### src/rtl/gpu_pkg.sv
// Definitions shared by the fma dot-product sequencer and its parent.
// The fixed-point position matters only to the fma arithmetic; it is kept here for the parent.
package gpu_pkg;

   localparam int unsigned DEF_WIDTH       = 16;
   localparam int unsigned DEF_FIXED_POINT = 10;

   typedef enum logic [1:0] {
      IDLE  = 2'd0,
      ISSUE = 2'd1,
      DRAIN = 2'd2,
      DONE  = 2'd3
   } seq_state_t;

endpackage

### src/rtl/valid_delay_line.sv
// Fixed-depth shift register that tracks operand reads in flight.
// Each stage carries a data-valid bit and a first-element-of-command bit.
module valid_delay_line #(
   parameter int unsigned DEPTH = 2
) (
   input  logic clk_i,
   input  logic rst_i,
   input  logic valid_i,
   input  logic first_i,
   output logic valid_o,
   output logic first_o
);

   logic [1:0] stage_q [DEPTH];

   always_ff @(posedge clk_i) begin
      if (rst_i) begin
         stage_q <= '{default: 2'b00};
      end else begin
         stage_q[0] <= {valid_i, first_i};
         for (int k = 1; k < DEPTH; k++) begin
            stage_q[k] <= stage_q[k-1];
         end
      end
   end

   assign valid_o = stage_q[DEPTH-1][1];
   assign first_o = stage_q[DEPTH-1][0];

endmodule

### src/rtl/fma_dot_sequencer.sv
// Drives one fma through a dot product of two vectors held in a dual-bank operand RAM.
// One read per cycle; the fma accumulates and the final sum is captured into result_out.
module fma_dot_sequencer
   import gpu_pkg::*;
#(
   parameter int unsigned WIDTH  = DEF_WIDTH,
   parameter int unsigned ADDR_W = 8,
   parameter int unsigned LEN_W  = 9,
   parameter int unsigned RD_LAT = 2
) (
   input  logic              clk_in,
   input  logic              rst_in,
   input  logic              start_in,
   input  logic [ADDR_W-1:0] base_addr_in,
   input  logic [LEN_W-1:0]  len_in,
   output logic              busy_out,
   output logic [ADDR_W-1:0] rd_addr_out,
   output logic              rd_en_out,
   input  logic [WIDTH-1:0]  rd_a_in,
   input  logic [WIDTH-1:0]  rd_b_in,
   output logic [WIDTH-1:0]  fma_a_out,
   output logic [WIDTH-1:0]  fma_b_out,
   output logic [WIDTH-1:0]  fma_c_out,
   output logic              fma_a_valid_out,
   output logic              fma_b_valid_out,
   output logic              fma_c_valid_out,
   output logic              fma_compute_out,
   input  logic [WIDTH-1:0]  fma_out_in,
   output logic [WIDTH-1:0]  result_out,
   output logic              result_valid_out
);

   seq_state_t        state_q, state_d;
   logic [ADDR_W-1:0] base_q, base_d;
   logic [LEN_W-1:0]  len_q, len_d;
   logic [LEN_W-1:0]  issue_cnt_q, issue_cnt_d;
   logic [LEN_W-1:0]  cmp_cnt_q, cmp_cnt_d;
   logic [WIDTH-1:0]  result_q, result_d;
   logic              rd_en;
   logic              data_valid;
   logic              data_first;

   assign rd_en = (state_q == ISSUE);

   valid_delay_line #(
      .DEPTH (RD_LAT)
   ) u_valid_delay (
      .clk_i   (clk_in),
      .rst_i   (rst_in),
      .valid_i (rd_en),
      .first_i (rd_en && (issue_cnt_q == '0)),
      .valid_o (data_valid),
      .first_o (data_first)
   );

   always_ff @(posedge clk_in) begin
      if (rst_in) begin
         state_q     <= IDLE;
         base_q      <= '0;
         len_q       <= '0;
         issue_cnt_q <= '0;
         cmp_cnt_q   <= '0;
         result_q    <= '0;
      end else begin
         state_q     <= state_d;
         base_q      <= base_d;
         len_q       <= len_d;
         issue_cnt_q <= issue_cnt_d;
         cmp_cnt_q   <= cmp_cnt_d;
         result_q    <= result_d;
      end
   end

   always_comb begin
      state_d     = state_q;
      base_d      = base_q;
      len_d       = len_q;
      issue_cnt_d = issue_cnt_q;
      cmp_cnt_d   = data_valid ? cmp_cnt_q + 1'b1 : cmp_cnt_q;
      result_d    = result_q;
      case (state_q)
         IDLE: begin
            if (start_in) begin
               base_d      = base_addr_in;
               len_d       = len_in;
               issue_cnt_d = '0;
               cmp_cnt_d   = '0;
               if (len_in == '0) begin
                  result_d = '0;
                  state_d  = DONE;
               end else begin
                  state_d = ISSUE;
               end
            end
         end
         ISSUE: begin
            issue_cnt_d = issue_cnt_q + 1'b1;
            if (issue_cnt_q == len_q - 1'b1) begin
               state_d = DRAIN;
            end
         end
         DRAIN: begin
            // All computes counted means the last one was the previous cycle,
            // so the fma output now holds the full sum.
            if (cmp_cnt_q == len_q) begin
               result_d = fma_out_in;
               state_d  = DONE;
            end
         end
         DONE:    state_d = IDLE;
         default: state_d = IDLE;
      endcase
   end

   assign busy_out         = (state_q != IDLE);
   assign result_valid_out = (state_q == DONE);
   assign result_out       = result_q;
   assign rd_en_out        = rd_en;
   assign rd_addr_out      = base_q + issue_cnt_q[ADDR_W-1:0];

   assign fma_a_out       = data_valid ? rd_a_in : '0;
   assign fma_b_out       = data_valid ? rd_b_in : '0;
   assign fma_c_out       = '0;
   assign fma_a_valid_out = data_valid;
   assign fma_b_valid_out = data_valid;
   assign fma_c_valid_out = data_valid && data_first;
   assign fma_compute_out = data_valid;

endmodule

### config.mk
export PLATFORM = sky130hd
export DESIGN_NAME = fma_dot_sequencer
export DESIGN_NICKNAME = d
export VERILOG_FILES = /design/src/rtl/gpu_pkg.sv /design/src/rtl/valid_delay_line.sv /design/src/rtl/fma_dot_sequencer.sv
export SDC_FILE = /design/constraint.sdc
export NUM_CORES = 1
export LEC_CHECK = 0
export BUFFER_PORTS_ARGS = -buffer_cell sky130_fd_sc_hd__buf_2
export CAP_MARGIN = 15
export CELL_PAD_IN_SITES_DETAIL_PLACEMENT = 2
export CELL_PAD_IN_SITES_GLOBAL_PLACEMENT = 2
export CORE_MARGIN = 3
export CORE_UTILIZATION = 26
export DETAILED_ROUTE_END_ITERATION = 10
export PLACE_DENSITY_LB_ADDON = 0.1
export SETUP_SLACK_MARGIN = 0.5
export SYNTH_ARGS = -nofsm -noshare
export SYNTH_HDL_FRONTEND = slang
export SYNTH_SLANG_ARGS = --single-unit
### constraint.sdc
create_clock -name clk_in -period 2.9 [get_ports clk_in]
set_clock_uncertainty 0.15 [all_clocks]
set_input_delay 0.435 -clock clk_in [delete_from_list [all_inputs] [get_ports clk_in]]
set_output_delay 0.435 -clock clk_in [all_outputs]
set_load 0.03 [all_outputs]
======== Word-level counts from Yosys, hierarchy flattened ========
Index checks and enable logic that the tools add are counted.
cells by class
  add/subtract/negate cells ............... 4
  multiply operators ...................... 0
  div/mod/pow operators ................... 0
  order comparisons ....................... 0
  equality and inequality tests ........... 9
  shift-type cells ........................ 0
  muxes and demuxes ....................... 16
  bitwise gates (word level) .............. 0
  reductions and logical operators ........ 12
operator list
  operator                                                number
  two-way mux 16 bit                                      5
  two-way mux 9 bit                                       4
  one-hot mux 16 bit (2 select lines)                     1
  adder 9 x 1 -> 9 bit (second input constant)            2
  equality test 9 bit                                     2
  zero test 9 bit                                         2
  one-hot mux 9 bit (2 select lines)                      1
  subtractor 9 x 1 -> 9 bit (second input constant)       1
  adder 8 bit                                             1
  two-way mux 2 bit                                       4
  one-hot mux 2 bit (4 select lines)                      1
  inequality test 2 bit (second input constant)           3
  nonzero test 2 bit                                      3
  equality test 2 bit (second input constant)             2
  AND reduction 2 bit                                     2
  AND reduction 4 bit                                     1
  AND reduction 3 bit                                     1
  equality test 2 x 1 -> 1 bit (second input constant)    1
  logical AND 1 bit                                       2
  zero test 2 bit                                         1
  inequality test 2 x 1 -> 1 bit (second input constant)  1
storage, ports and cells
  register bits ........................... 57
  latch bits .............................. 0
  bits in writable memories ............... 0
  memory bits (read-only) ................. 0
  input bits .............................. 68
  output and inout bits ................... 79
  logic and storage cells ................. 49
  memories kept ........................... 0

======== Longest topological paths before layout ========
  depth in word-level cells ............... 4
  gate-level depth with buffers ........... 9
  mapped depth without buffers ............ 9

======== By module ========
Synthesis repeated with hierarchy kept, for this count alone.
unflattened totals
  cell total of the unflattened synthesis .. 418
  area, all modules ....................... 3,337.0 sq um
modules (own cells, without submodules)
  module             times used  cells each  area each (sq um)  seq. area each (sq um)
  fma_dot_sequencer  1           410         3,231.8            1,061.0
  valid_delay_line   1           8           105.1              80.1

======== Worst setup path after synthesis ========
No wires, ideal clock.
  path kind ............................... reg-to-output
  start ................................... register issue_cnt_q[0]
  end ..................................... output rd_addr_out[6]
  data arrival time ....................... 2,060 ps
  required time ........................... 2,315 ps
  slack ................................... 255 ps
  cell stages (with the launch flop) ...... 10
  path buffers ............................ 0
  cell sequence ........................... dfxtp_1 ha_1 inv_1 fa_1 nor2b_1 o21ai_0 a21oi_1 o21a_1 nor2_1 xnor2_1
between the ends
  cells in the longest elaborated chain, start to end .. 1
RTL lines
  item                      line                      RTL
  start: declaration        fma_dot_sequencer.sv:36   logic [LEN_W-1:0] issue_cnt_q, issue_cnt_d;
  start signal: assignment  fma_dot_sequencer.sv:68   issue_cnt_q <= issue_cnt_d;
  adder 8 bit               fma_dot_sequencer.sv:119  assign rd_addr_out = base_q + issue_cnt_q[ADDR_W-1:0];
  end: declaration          fma_dot_sequencer.sv:17   output logic [ADDR_W-1:0] rd_addr_out,
Every way passes these cells.

======== Worst setup path after layout ========
  start ................................... register base_q[1]
  end ..................................... output rd_addr_out[7]
between the ends
  cells in the longest elaborated chain, start to end .. 1
RTL lines
  item                      line                      RTL
  start: declaration        fma_dot_sequencer.sv:34   logic [ADDR_W-1:0] base_q, base_d;
  start signal: assignment  fma_dot_sequencer.sv:66   base_q <= base_d;
  adder 8 bit               fma_dot_sequencer.sv:119
Every way passes these cells.

==> flow_metrics.tcl <==
set metrics [dict create \
    post-route-util 0.370 \
    max_freq_mhz 362 \
    drive_above_1_share 0.356 \
    finalSetupViolCount 0 \
    nFillCells 1507 \
    sequentialPowerShare 0.293 \
    cts_sinks 57 \
    synthCells 421 \
    synth_area_leaders "dfxtp_1 33%, a21oi_1 6.7%, and2_1 6.2%, ha_1 5.5%, xor2_1 5.4%" \
    ys.flop_type "dfxtp_1" \
    insertion_delay_ps 340 \
    p_sw_frac 0.355 \
    status "finished, final reports clean" \
    antenna_cells 0 \
    post-route-min-period_ps 2760 \
    grt_pass1_wl_mm 18.9 \
    hold_depth 3 \
    worstPathCellList "ha_4, a21o_1, a21oi_2, nand2b_4, a21oi_4, o41a_1, xnor2_4, buf_6" \
    p_switching_uw 1140 \
    path_clk_slew_ps 50 \
    synth_common_cells "57 x dfxtp_1, 47 x nand2_1, 46 x a21oi_1" \
    ys_seq_area_frac 0.335 \
    synth_top_area_share 0.335 \
    multiInputGateArea_um2 2130 \
    ir_worst_vdd_mv 0.307 \
    crit_type "flip-flop to output pin" \
    drt_iter0_drc 101 \
    wl_per_cell_um 16.5 \
    regArea_um2 1160 \
    slew_violations 0 \
    clkPwrFrac 0.367 \
    drc_errors 0 \
    fin_nets 635 \
    fp-row-count 41 \
    synth_area_um2 3410 \
    port_buffers 130 \
    grt_max_degree 36 \
    synth_seq_cells 57 \
    async_reset_ff_frac 0 \
    yosys.area.top_type "dfxtp_1" \
    hold_slack_ps 184 \
    grt.overflow.total 0 \
    cts_root_buffer "clkbuf_16" \
    vias 3369 \
    die_w_um 121 \
    core_um2 12700 \
    first_pass_iters 4 \
    regToRegSetupSlack_ps 550 \
    combinationalPowerShare 0.341 \
    yosysMostFrequentCell "dfxtp_1" \
    initial_core_util 0.268 \
    cts_tree "done" \
    p_per_area_nw_per_um2 681 \
    cp-end-kind "output pin" \
    area_delta_synth_final_pct 38.0 \
    routed_wl_mm 12.0 \
    gp_congestion 0.756 \
    grt_setup_unrepaired "true" \
    max_stage_delay_ps 390 \
    crit_arrival_ps 2180 \
    maxCapViolations 0 \
    worst_path_max_delay_cell "o41a_1" \
    grt_usage 0.166 \
    dieArea_um2 14500 \
    p_total_uw 3210 \
    critPathLaunchType "flip-flop" \
    r2r_cells 8 \
    ant_nets 0 \
    antenna_found_initial 0 \
    dp_hpwl_mm 9.02 \
    vias_per_cell 4.63 \
    hold_class "primary input to flip-flop" \
    required_ps 2320 \
    cts_max_level 3 \
    hold_viol 0 \
    finalSetupTns_ps 0 \
    grt_pass1_vias 3617 \
    crit_fanout 3 \
    intPower_uw 2070 \
    synth_area_per_cell_um2 8.10 \
    ioPinCount 147 \
    yosys_warnings 0 \
    ys_types 47 \
    die-height_um 121 \
    cts_hold_buf 0 \
    cts.path.max_buffers 2 \
    synth_edf_count 0 \
    period_share 0.953 \
    p_leak_uw 0.00217 \
    numCtsBuffers 9 \
]
==> worst max-delay path: cells and delay by family (launching register included) <==
| family | cells | cell delay, ps |
|---|---|---|
| compound gates | 4 | 820 |
| xor+xnor | 1 | 150 |
| fa+ha+maj | 1 | 230 |
| buf+inv | 1 | 150 |
| flops | 1 | 340 |
| simple gates | 1 | 150 |
==> cell type report <==
type | instances | area share
Clock buffer | 14 | 0.0561
Sequential cell | 57 | 0.246
Multi-Input combinational cell | 319 | 0.452
Timing Repair Buffer | 150 | 0.177
Clock inverter | 2 | 0.0128
Inverter | 14 | 0.0112
Tap cell | 172 | 0.0457
==> state kept, by name, summed over array words and instances (netlist names) <==
signal	cells
len_q	9
u_valid_delay.stage_q	2
base_q	8
u_valid_delay.valid_o	1
issue_cnt_q	9
result_out	16
cmp_cnt_q	9
state_q	2
u_valid_delay.first_o	1
==> power by group through the flow <==
stage / Sequential, µW / Clock (µW) / Combinational (µW)
3_5_place_dp: 951 / 0 / 1030
5_1_grt: 950 / 1250 / 1210
6_report: 939 / 1180 / 1090
2_1_floorplan: 917 / 0 / 775
3_3_place_gp: 946 / 0 / 1000
4_1_cts: 937 / 1210 / 1080
==> routing by layer <==
metal / track usage / wire length [µm] / part of all wire
met5: 0 / 0 / 0
met4: 0.0467 / 131 / 0.011
met3: 0.0692 / 946 / 0.079
met2: 0.282 / 5750 / 0.48
met1: 0.192 / 5150 / 0.43
==> worst paths after layout <==
check,from,end
max reg2reg,len_q[1],state_q[1]
max,base_q[1],rd_addr_out[7]
min,base_addr_in[5],base_q[5]
min reg2reg,u_valid_delay.stage_q[3],u_valid_delay.valid_o
==> through the flow <==
step / cells / setup WS [ps] / instance area (µm²)
2_1_floorplan: 436 / 520 / 3500
3_3_place_gp: 703 / 315 / 4180
3_5_place_dp: 703 / 241 / 4180
4_1_cts: 726 / 84.8 / 4640
5_1_grt: 728 / 32.3 / 4710
6_report: 728 / 137 / 4710
==> cell usage in the layout, fill, tap and decap left out, drive strengths merged, types with 16 or more instances in the layout <==
cell / n
nand2: 47
and2: 34
buf: 150
xor2: 21
dfxtp: 57
nand2b: 20
nor2: 25
nand3: 17
conb: 16
a21oi: 48
==> cell families after synthesis <==
family                   after synthesis  synth area share
multiplexers                           2           0.00587
buffers and inverters                 60            0.0950
flip-flops                            57             0.335
adder cells (fa/ha/maj)               16            0.0609
other                                  1           0.00110
AND/OR/NAND/NOR                      179             0.279
XOR/XNOR                              34            0.0917
AO/OA/AOI/OAI                         72             0.132
==> what timing repair did <==
action,CTS,global route
pin swaps,14,7
setup buffers,7,2
endpoints found under the setup margin,6,23
resized for setup,24,17
(Power assumes the default switching activity.)
